`config.mk`:
```
export PLATFORM = sky130hd
export DESIGN_NAME = reg_dump_unit
export DESIGN_NICKNAME = d
export VERILOG_FILES = /design/src/rtl/cpu_pkg.sv /design/src/rtl/reg_dump_unit.sv
export SDC_FILE = /design/constraint.sdc
export NUM_CORES = 1
export LEC_CHECK = 0
export CORE_AREA = 2 2 44 87
export CTS_BUF_LIST = sky130_fd_sc_hd__clkbuf_8
export CTS_CLUSTER_DIAMETER = 200
export DETAILED_ROUTE_END_ITERATION = 16
export DIE_AREA = 0 0 46 89
export PLACE_DENSITY = 0.71
export RECOVER_POWER = 50
export SLEW_MARGIN = 20
export SYNTH_ARGS = -nofsm -noshare
export SYNTH_HDL_FRONTEND = slang
export SYNTH_SLANG_ARGS = --single-unit
```
`constraint.sdc`:
```
create_clock -name clk -period 3.1 [get_ports clk]
set_input_delay 0.775 -clock clk [delete_from_list [all_inputs] [get_ports clk]]
set_output_delay 0.775 -clock clk [all_outputs]
set_load 0.01 [all_outputs]
```
`src/rtl/cpu_pkg.sv`:
```
// rtl/cpu_pkg.sv - shared register-file dimensions and dump engine state encoding
package cpu_pkg;

   localparam int DATA_WIDTH = 8;
   localparam int ADDR_WIDTH = 3;
   localparam int NUM_REGS   = 8;

   typedef enum logic [2:0] {
      IDLE = 3'd0,
      ADDR = 3'd1,
      CAP  = 3'd2,
      SEND = 3'd3,
      DONE = 3'd4
   } dump_state_t;

endpackage

```
`src/rtl/reg_dump_unit.sv`:
```
// rtl/reg_dump_unit.sv - sweeps the register file in index order and streams each value
module reg_dump_unit
   import cpu_pkg::*;
(
   input  logic                  clk,
   input  logic                  rst_n,
   input  logic                  start,
   output logic                  busy,
   output logic                  done,
   output logic [ADDR_WIDTH-1:0] rf_read_reg,
   input  logic [DATA_WIDTH-1:0] rf_read_data,
   output logic                  out_valid,
   input  logic                  out_ready,
   output logic [DATA_WIDTH-1:0] out_data,
   output logic [ADDR_WIDTH-1:0] out_index,
   output logic [DATA_WIDTH-1:0] checksum
);

   dump_state_t           r_state;
   dump_state_t           w_next;
   logic [ADDR_WIDTH-1:0] r_idx;
   logic [ADDR_WIDTH-1:0] r_rf_read_reg;
   logic [ADDR_WIDTH-1:0] r_out_index;
   logic [DATA_WIDTH-1:0] r_out_data;
   logic [DATA_WIDTH-1:0] r_checksum;
   logic                  r_out_valid;
   logic                  r_busy;
   logic                  r_done;
   logic                  w_last;
   logic                  w_hs;

   assign w_last = (r_idx == ADDR_WIDTH'(NUM_REGS - 1));
   assign w_hs   = r_out_valid & out_ready;

   always_ff @(posedge clk or negedge rst_n) begin
      if (!rst_n) begin
         r_state <= IDLE;
      end else begin
         r_state <= w_next;
      end
   end

   always_comb begin
      w_next = r_state;
      case (r_state)
         IDLE:    if (start) w_next = ADDR;
         ADDR:    w_next = CAP;
         CAP:     w_next = SEND;
         SEND:    if (w_hs) w_next = w_last ? DONE : ADDR;
         DONE:    w_next = IDLE;
         default: w_next = IDLE;
      endcase
   end

   // Datapath registers; every output is driven straight from one of these.
   always_ff @(posedge clk or negedge rst_n) begin
      if (!rst_n) begin
         r_idx         <= '0;
         r_rf_read_reg <= '0;
         r_out_index   <= '0;
         r_out_data    <= '0;
         r_checksum    <= '0;
         r_out_valid   <= 1'b0;
         r_busy        <= 1'b0;
         r_done        <= 1'b0;
      end else begin
         r_done <= 1'b0;
         case (r_state)
            IDLE: begin
               if (start) begin
                  r_idx         <= '0;
                  r_rf_read_reg <= '0;
                  r_checksum    <= '0;
                  r_busy        <= 1'b1;
               end
            end
            CAP: begin
               r_out_data  <= rf_read_data;
               r_out_index <= r_idx;
               r_checksum  <= r_checksum ^ rf_read_data;
               r_out_valid <= 1'b1;
            end
            SEND: begin
               if (w_hs) begin
                  r_out_valid <= 1'b0;
                  if (!w_last) begin
                     r_idx         <= r_idx + ADDR_WIDTH'(1);
                     r_rf_read_reg <= r_idx + ADDR_WIDTH'(1);
                  end
               end
            end
            DONE: begin
               r_done <= 1'b1;
               r_busy <= 1'b0;
            end
            default: begin
            end
         endcase
      end
   end

   assign busy        = r_busy;
   assign done        = r_done;
   assign rf_read_reg = r_rf_read_reg;
   assign out_valid   = r_out_valid;
   assign out_data    = r_out_data;
   assign out_index   = r_out_index;
   assign checksum    = r_checksum;

endmodule

```
Yosys cells after proc, flatten, opt, wreduce, memory -nomap -nowiden
Cells that the tools add are included.
{"block": "word_totals", "input_bits": 12, "out_inout_bits": 25, "word_cells": 44, "register_bits": 28}
{"block": "op_classes", "eq_ne": 8, "bitwise_logic": 2, "addsub": 1, "mux": 15, "reduce_logical": 10}
{"operator": "3-bit two-way mux", "n": 6}
{"operator": "8-bit case mux with 2 select lines", "n": 1}
{"operator": "3-bit case mux with 4 select lines", "n": 1}
{"operator": "8-bit two-way mux", "n": 1}
{"operator": "2-bit AND reduction", "n": 4}
{"operator": "2-bit nonzero test", "n": 4}
{"operator": "8-bit bitwise XOR", "n": 1}
{"operator": "3-bit by 2-bit equality test with 1-bit output (second input constant)", "n": 2}
{"operator": "3-bit equality test (second input constant)", "n": 2}
{"operator": "2-bit inequality test (second input constant)", "n": 3}
{"operator": "3-bit case mux with 2 select lines", "n": 1}
{"operator": "1-bit case mux with 2 select lines", "n": 2}
{"operator": "4-bit AND reduction", "n": 1}
{"operator": "3-bit by 1-bit adder with 3-bit output (second input constant)", "n": 1}
{"operator": "3-bit by 1-bit equality test with 1-bit output (second input constant)", "n": 1}
{"operator": "3-bit zero test", "n": 1}
{"operator": "1-bit two-way mux", "n": 3}
{"operator": "1-bit bitwise AND", "n": 1}

Logic depth before layout (Yosys ltp)
Gate-level depths: netlist of run 1.
{"block": "depth", "depth_word": 4, "depth_mapped": 5, "ltp_nobuf": 5}

Least setup slack after synthesis of run 1
Ideal clock, no wire load.
{"block": "synth_timing", "kind": "input-to-reg", "from": "in start", "to": "reg r_checksum[5], in the netlist checksum[5]", "path_slack_ps": 1471, "setup_ps": 123, "required_ps": 2977, "path_buffers": 1, "path_stages": 4, "arrival_ps": 1507, "cell_sequence": "or4b_4 buf_6 nand3_2 o21ai_2"}
{"block": "synth_via", "elab_chain_cells": 2}
{"item": "start: declaration", "line": "reg_dump_unit.sv:7", "rtl": "input logic start,"}
{"item": "2-bit inequality test (no line)"}
{"item": "2-bit AND reduction (no line)"}
{"item": "end signal: assignment", "line": "reg_dump_unit.sv:80", "rtl": "r_checksum <= r_checksum ^ rf_read_data;"}
{"item": "end: declaration", "line": "reg_dump_unit.sv:25", "rtl": "logic [DATA_WIDTH-1:0] r_checksum;"}
No other way between the ends.
A chain may end at the register's enable or synchronous reset.

==> impl_summary.md, run 1 <==
Outcome
The flow ran to the end, and the final reports show no timing, DRC or antenna violations.

STA
The slew at the pin closest to its max-slew limit is 1470 ps. The count of pins over their slew limit is 0. After layout, the worst setup slack is 864 ps. In this run the tightest slew margin relative to its limit is 2.13%.

The peak clock frequency supported by timing is 447 MHz. Summed over all failing endpoints, the final setup total negative slack is 0 ps. The worst slack on hold paths is 501 ps. Setup repair after global routing left no endpoint under its margin. Setup violations remaining at the end of the flow were counted as 0. After layout, the worst path uses 72.1% of the clock period. The minimum period implied by the final worst setup slack is 2240 ps. The count of endpoints failing hold in the final timing report is 0. The final setup skew is 1.89 ps.

Yosys
After synthesis, flip-flops and latches occupy 55.1% of the total area. After synthesis the netlist holds a flip-flop and latch count of 28. The fraction of post-synthesis cell area in the top cell type by area is 55.1%. After technology mapping, the gate count stands at 103. The number of warnings reported in the yosys synthesis log is 0. Summed over all instances, the cell type with the most area after synthesis is dfrtp_1.

The per-instance average area after synthesis is 12.4 um^2. Yosys mapped the design onto 27 distinct sky130hd cell types. By area the synthesized netlist is led by dfrtp_1 55%, nand4bb_1 7.1%, nand3_2 6.3%.

The net count after synthesis is 117. After synthesis the cells add up to 1270 um^2.

Setup path
The required arrival time at the worst endpoint is 3230 ps. Among all stages on the critical path, the largest delay is contributed by clkbuf_1. The critical path goes through dlygate4sd3_1, clkbuf_1. Along the worst path, the maximum fanout reaches 28. On the critical path the largest part of the delay comes from buffers and inverters. The element type at the critical path end is an asynchronous set/reset pin. The worst flop-to-flop path endpoint is out_index[2]. The delay of the slowest cell on the worst path is 1060 ps. The startpoint kind of the worst setup timing path is an input port. The critical path is of the input port to asynchronous set/reset pin type.

For the worst setup path, the data arrival time is 2370 ps. The worst register-to-register path has a depth of 3. The number of buffer and inverter instances along the worst setup path is 2. The setup check on the worst reg-to-reg path leaves a slack of 960 ps. The startpoint of the lowest-slack register-to-register path is r_state[1].

Layout
The area overhead of the layout relative to synthesis is 31.7%. The design area is 1680 um^2. The count of fill cells added during filler insertion is 318. The share of final-layout standard cells stronger than drive strength 1 is 17.4%.

The net count of the finished layout is 154. The antenna cell count is 0.

Pwr
The share of total power in sequential cells is 44.4%. The net switching component of the power is 506 uW. Per report_power, the clock group accounts for 12.5% of the total. The internal power of the cells totals 991 uW. The power density relative to cell area is 894 nW/um^2. The analysis attributes to cell leakage a power of 0.000767 uW.

The largest voltage drop on the vdd net is 585 uV. The net switching fraction of the power is 33.8%. Of the total power, combinational logic draws 43.1%.

Detailed routing
The remaining routing DRC violations is 0. The final routed wire length divided by cell count is 14.9 um. The starting DRC count in detailed routing is 11. Summing over every cut layer, the via total after detailed routing is 895.

The vias per cell is 5.26. For this run, the detailed router's first-pass iteration total came to 3. The post-detailed-route count of antenna-violating nets is 0. Summed over all layers, the routed wires come to 2530 um.

Min path
Along the worst hold path, the cell count comes to 1. In this run the most critical hold path is launched from checksum[6]. For hold timing, the worst endpoint is checksum[6]. The type of the most critical hold path is flip-flop to flip-flop.

GRT
For this run the aggregate overflow at the end of global routing stands at 0. The largest net degree at the start of global routing is 29. The number of global-route vias before repair came to 860. The global-route wire length before repair is 4130 um.

The global-route usage over all layers is 13.7%. The number of antenna violations at the first check in global routing is 0.

Clock tree
The depth of the CTS H-tree is 1. The clock drives 28 sinks. The clock tree from TritonCTS is built.

The number of hold buffers added after cts is 0. The total CTS buffers is 3. In this run, post-CTS repair resized a total of 0 instances.

The post-CTS clock slew at the launch and capture registers of the worst setup and hold paths is 80 ps. The number of setup buffers added after CTS is 0. The deepest clock path buffer count is 2. The insertion delay of the later-clocked pin in the worst-skew pair is 270 ps. Clock tree synthesis selected as its root buffer the cell clkbuf_8.

Floorplanning
The overall die area is 4090 um^2. For this configuration, the core starts out at a cell density of 37.7%. The floorplan has 30 rows. The floorplan step set the die height to 89 um. The number of I/O pins is 37. From left edge to right edge, the die measures 46 um. The floorplan core area is 3380 um^2.

Place
At the end of routability-driven placement, the weighted congestion stood at 0.780. The half-perimeter wire length after placement is 1850 um. Timing analysis after detailed placement gives a worst setup slack of 929 ps.

The placed cell area is 1640 um^2. During placement, the flow inserted port buffers numbering 36.

Run
Max-cap violations in this run came to 0.
==> layout by cell type, fill, tap and decap left out <==
master,count
a211oi_1,1
a21o_1,1
a2bb2oi_1,1
and2_0,1
and2b_4,1
and3_1,2
clkbuf_1,1
clkbuf_8,3
clkdlybuf4s50_1,33
dfrtp_1,28
dlygate4sd3_1,3
ha_1,2
inv_1,11
mux2_2,2
mux2_4,1
mux2i_1,3
nand2_1,3
nand2_2,1
nand3_1,1
nand3_2,8
nand3b_1,1
nand4bb_1,8
nor2_1,3
nor2b_1,1
o21ai_0,8
o21ai_1,1
o21ai_2,8
or4b_1,1
==> how the worst max path moves through the flow <==
| stage | start | to | slack (ps) | cells past startpoint |
|---|---|---|---|---|
| 3_3_place_gp | start | rf_read_reg[2] | 960 | 4 |
| 5_1_grt | rst_n | busy | 520 | 2 |
| 6_report | rst_n | checksum[4] | 860 | 2 |
| 3_5_place_dp | start | rf_read_reg[2] | 930 | 4 |
| 2_1_floorplan | start | checksum[5] | 1470 | 4 |
| 4_1_cts | rf_read_reg[0] | rf_read_reg[0] | 1050 | 1 |
==> final cells by class <==
type                       instances  area [um^2]  share of cell area [%]
sequential                        28          701                    41.8
multi-input combinational         59          488                    29.1
timing repair buffer              37          364                    21.7
clock buffer                       3         41.3                    2.46
tap                               32         40.0                    2.39
inverter                          11         41.3                    2.46
==> power by group through the flow <==
stage | Clock (uW) | Combinational, uW | Sequential, uW
2_1_floorplan | 0 | 255 | 709
3_3_place_gp | 0 | 646 | 666
3_5_place_dp | 0 | 657 | 676
4_1_cts | 197 | 661 | 669
5_1_grt | 215 | 705 | 686
6_report | 188 | 645 | 664
==> stage by stage <==
step | util (%) | total power [uW] | cells
2_1_floorplan | - | 965 | 103
3_3_place_gp | 48.7 | 1310 | 167
3_5_place_dp | 48.7 | 1330 | 167
4_1_cts | 49.9 | 1530 | 170
5_1_grt | 49.6 | 1610 | 170
6_report | 49.6 | 1500 | 170
==> Yosys cell counts, drive strengths merged <==
| library cell | instances |
|---|---|
| a211oi | 1 |
| a21o | 1 |
| a2bb2oi | 1 |
| and2 | 1 |
| and2b | 1 |
| and3 | 2 |
| buf | 4 |
| clkbuf | 1 |
| dfrtp | 28 |
| ha | 2 |
| inv | 11 |
| mux2 | 3 |
| mux2i | 3 |
| nand2 | 4 |
| nand3 | 9 |
| nand3b | 1 |
| nand4bb | 8 |
| nor2 | 3 |
| nor2b | 1 |
| o21ai | 17 |
| or4b | 1 |
==> cell families (layout without fill, tap and decap cells) <==
group / count (synthesis) / after routing / share of synthesized area (%)
and+or+nand+nor: 31 / 31 / 20.6
buffers and inverters: 16 / 51 / 6.10
DFF: 28 / 28 / 55.1
AOI/OAI and AO/OA: 20 / 20 / 10.9
muxes: 6 / 6 / 5.31
adders and majority gates: 2 / 2 / 1.97
==> layer usage <==
layer	routed length, um	GRT usage, %	vias up
met1	1030	17.8	441
met2	1390	21.8	20
met4	50	6.75	0
met5	0	0	-
li1	-	-	429
met3	68	1.82	5
(Power assumes the default switching activity.)
==> inputs of run 2 (changes only) <==
==> constraint.sdc (replaced) <==
create_clock -name clk -period 2.19 [get_ports clk]
set_input_delay 0.5475 -clock clk [delete_from_list [all_inputs] [get_ports clk]]
set_output_delay 0.5475 -clock clk [all_outputs]
set_load 0.01 [all_outputs]
==> run 2 against run 1 <==
Against the previous run: count of clock-buffer cells in the layout stayed put; design area about the same; wire length is 6.7% higher; largest power group unchanged; clock skew up 2.0 ps; critical path type is now input port to flip-flop; largest cell class unchanged; power up 43%; non-clock buffer count up 2; die area did not move; register-to-register slack got worse by 670 ps.
==> impl_summary.md, run 2 (synthesis results as in run 1) <==
Place
Routability-driven placement finished with a final weighted congestion of 0.783. The total of buffers placed on input and output ports is 36. The half-perimeter wire length after placement is 1950 um.

Layout
Counting the fill cells in the layout gives 319. The library cell used most frequently in the layout, excluding fill and tap cells, is clkdlybuf4s50_1. The area overhead of the layout relative to synthesis is 31.6%.

Cells with a size suffix above 1 make up 16.4% of the layout. In the layout the commonest cells are 34 x clkdlybuf4s50_1, 28 x dfrtp_1, 11 x inv_1. The antenna cell count is 0. At the end of the flow, the number of nets in the layout was 156.

Setup path
On the worst path, the slowest cell contributes a delay of 750 ps. STA classifies the critical path startpoint as an input port. The worst flop-to-flop path endpoint is checksum[2].

The worst register-to-register path has a depth of 4. The worst register-to-register path begins at r_state[1]. The critical path goes through clkdlybuf4s50_1, or4b_1, nand3_1, o21ai_2. The required arrival time at the worst endpoint is 2360 ps. The maximum fanout count along the critical path is 12. The cell family contributing the most delay on the critical path is simple AND/OR/NAND/NOR gates. Data arrives at the worst endpoint at 2080 ps.

The number of buffer and inverter instances along the worst setup path is 1. The element type at the critical path end is a flip-flop. The setup slack on the worst flop-to-flop path is 290 ps. The type of the worst setup path is input port to flip-flop. The library cell contributing the largest single delay on the critical path is or4b_1.

Clock tree
The post-cts sizing count is 0. The clock reaches the later pin of the worst-skew pair after 270 ps. After clock tree synthesis, the clock-pin slew on the worst setup and hold paths is 90 ps.

The number of hold buffers added after cts is 0. The longest clock path from root to sink contains 2 buffers. For this design, the sink count on the clock tree is 28. TritonCTS built the clock tree. The setup fix buffers added after clock tree synthesis is 0.

The depth of the CTS H-tree is 1. The total CTS buffers is 3. The root buffer cell is clkbuf_8.

Detailed routing
For this block, the initial DRC count from the detailed router was 28. The vias per cell is 5.16. Dividing the detail-routed wire length by the instance count gives 15.7 um.

The count of nets left with antenna violations once routing finished came out at 0. The remaining routing DRC violations is 0. The total wire length after detailed routing is 2700 um.

The number of detailed-route iterations in the first pass is 4. The number of vias after detailed routing is 888.

Floorplanning
Once the floorplan was initialized, standard cells occupied 37.7% of the core. The core region is 3380 um^2. The width of the chip is 46 um. The number of I/O pins is 37. The overall die area is 4090 um^2. The vertical extent of the die is 89 um. The number of rows created at floorplan is 30.

STA
The count of pins over their slew limit is 0. The worst slack on hold paths is 500 ps. The total setup violations reported at the end of the flow is 0. The portion of the clock cycle consumed by the worst path in the final layout is 87.4%. Setup repair after global routing left no endpoint under its margin. The count of endpoints failing hold in the final timing report is 0. The peak clock frequency supported by timing is 523 MHz. Measured against its own limit, the worst slew margin works out to 53.6%. For the pin with the worst max-slew slack, the measured transition is 697 ps. The final setup skew is 3.93 ps. Setup total negative slack on the finished layout was measured at 0 ps. The minimum period implied by the final worst setup slack is 1910 ps.

GRT
The number of global-route vias before repair is 975. The remaining global-route overflow is 0. The global-route usage over all layers is 14.8%. The first global-routing pass estimated 4440 um of wire.

The number of antenna violations at the first check in global routing was 0. Entering global routing, the biggest net connects 29 pins.

Pwr
The standby leakage power is 0.000770 uW. Registers are responsible for 43.7% of the overall power. VDD sags by at most 648 uV. The power density relative to cell area is 1280 nW/um^2. The net switching component of the power is 733 uW. The combinational share of power is 43.4%. Internal power comes to 1410 uW. In this run switching power makes up 34.3% of total power. The clock network fraction of total power is 12.9%.

Min path
Along the worst hold path, the cell count comes to 1. The launch instance of the worst min-delay path is checksum[3]. The type of the most critical hold path is flip-flop to flip-flop. The capture endpoint of the worst hold path is checksum[3].

Outcome
The flow ran to the end, and the final reports show no timing, DRC or antenna violations.

Run
Across the run, the number of max-cap violations was 0.
[run 2: power groups by stage]
stage | logic (uW) | registers, uW | clock network, uW
2_1_floorplan | 361 | 1000 | 0
3_3_place_gp | 935 | 937 | 0
3_5_place_dp | 958 | 947 | 0
4_1_cts | 962 | 939 | 284
5_1_grt | 1020 | 963 | 308
6_report | 927 | 934 | 277
[run 2: final cells by class]
type | count | area, um^2 | share of cell area (%)
clock buffers | 3 | 41.3 | 2.47
inverters | 11 | 41.3 | 2.47
multi-input cells | 59 | 474 | 28.3
flip-flops and latches | 28 | 701 | 41.9
well taps | 32 | 40.0 | 2.39
repair buffers | 39 | 377 | 22.5
[run 2: worst max-delay path by stage]
| stage | startpoint | endpoint | slack, ps | cells after the start |
|---|---|---|---|---|
| 2_1_floorplan | start | checksum[5] | 790 | 4 |
| 3_3_place_gp | start | rf_read_reg[2] | 270 | 4 |
| 3_5_place_dp | start | rf_read_reg[2] | 240 | 4 |
| 4_1_cts | rf_read_reg[1] | rf_read_reg[1] | 370 | 1 |
| 5_1_grt | r_state[2] | out_index[2] | 210 | 3 |
| 6_report | start | checksum[2] | 280 | 4 |
[run 2: routing by layer]
| layer | global-route usage, % | vias to the layer above | wire length (um) |
|---|---|---|---|
| li1 | - | 430 | - |
| met1 | 17.7 | 430 | 1060 |
| met2 | 24.6 | 23 | 1470 |
| met3 | 2.63 | 5 | 121 |
| met4 | 7.27 | 0 | 50 |
| met5 | 0 | - | 0 |
[run 2: stage by stage]
stage	area [um^2]	util [%]	instances	worst slack, ps	power (uW)
after detailed placement	1660	49.1	169	236	1900
after floorplan	1270	-	103	788	1370
after global routing	1670	49.6	172	210	2290
after global placement	1660	49.1	169	273	1870
after CTS	1700	50.3	172	372	2180
final	1670	49.6	172	277	2140
[run 2: worst register-to-register path, stage by stage, from the launching register on]
cell	delay (ps)
dfrtp_1	490
clkbuf_1	210
or4b_1	800
nand3_1	240
o21ai_2	70
==> inputs of run 3 (changes only) <==
--- a/config.mk
+++ b/config.mk
@@ -5,6 +5,7 @@
 export SDC_FILE = /design/constraint.sdc
 export NUM_CORES = 1
 export LEC_CHECK = 0
+export ABC_CLOCK_PERIOD_IN_PS = 2190
 export CORE_AREA = 2 2 44 87
 export CTS_BUF_LIST = sky130_fd_sc_hd__clkbuf_8
 export CTS_CLUSTER_DIAMETER = 200
==> results of run 3 <==
Same layout as run 2: the final DEF is identical, and so are final timing and power.
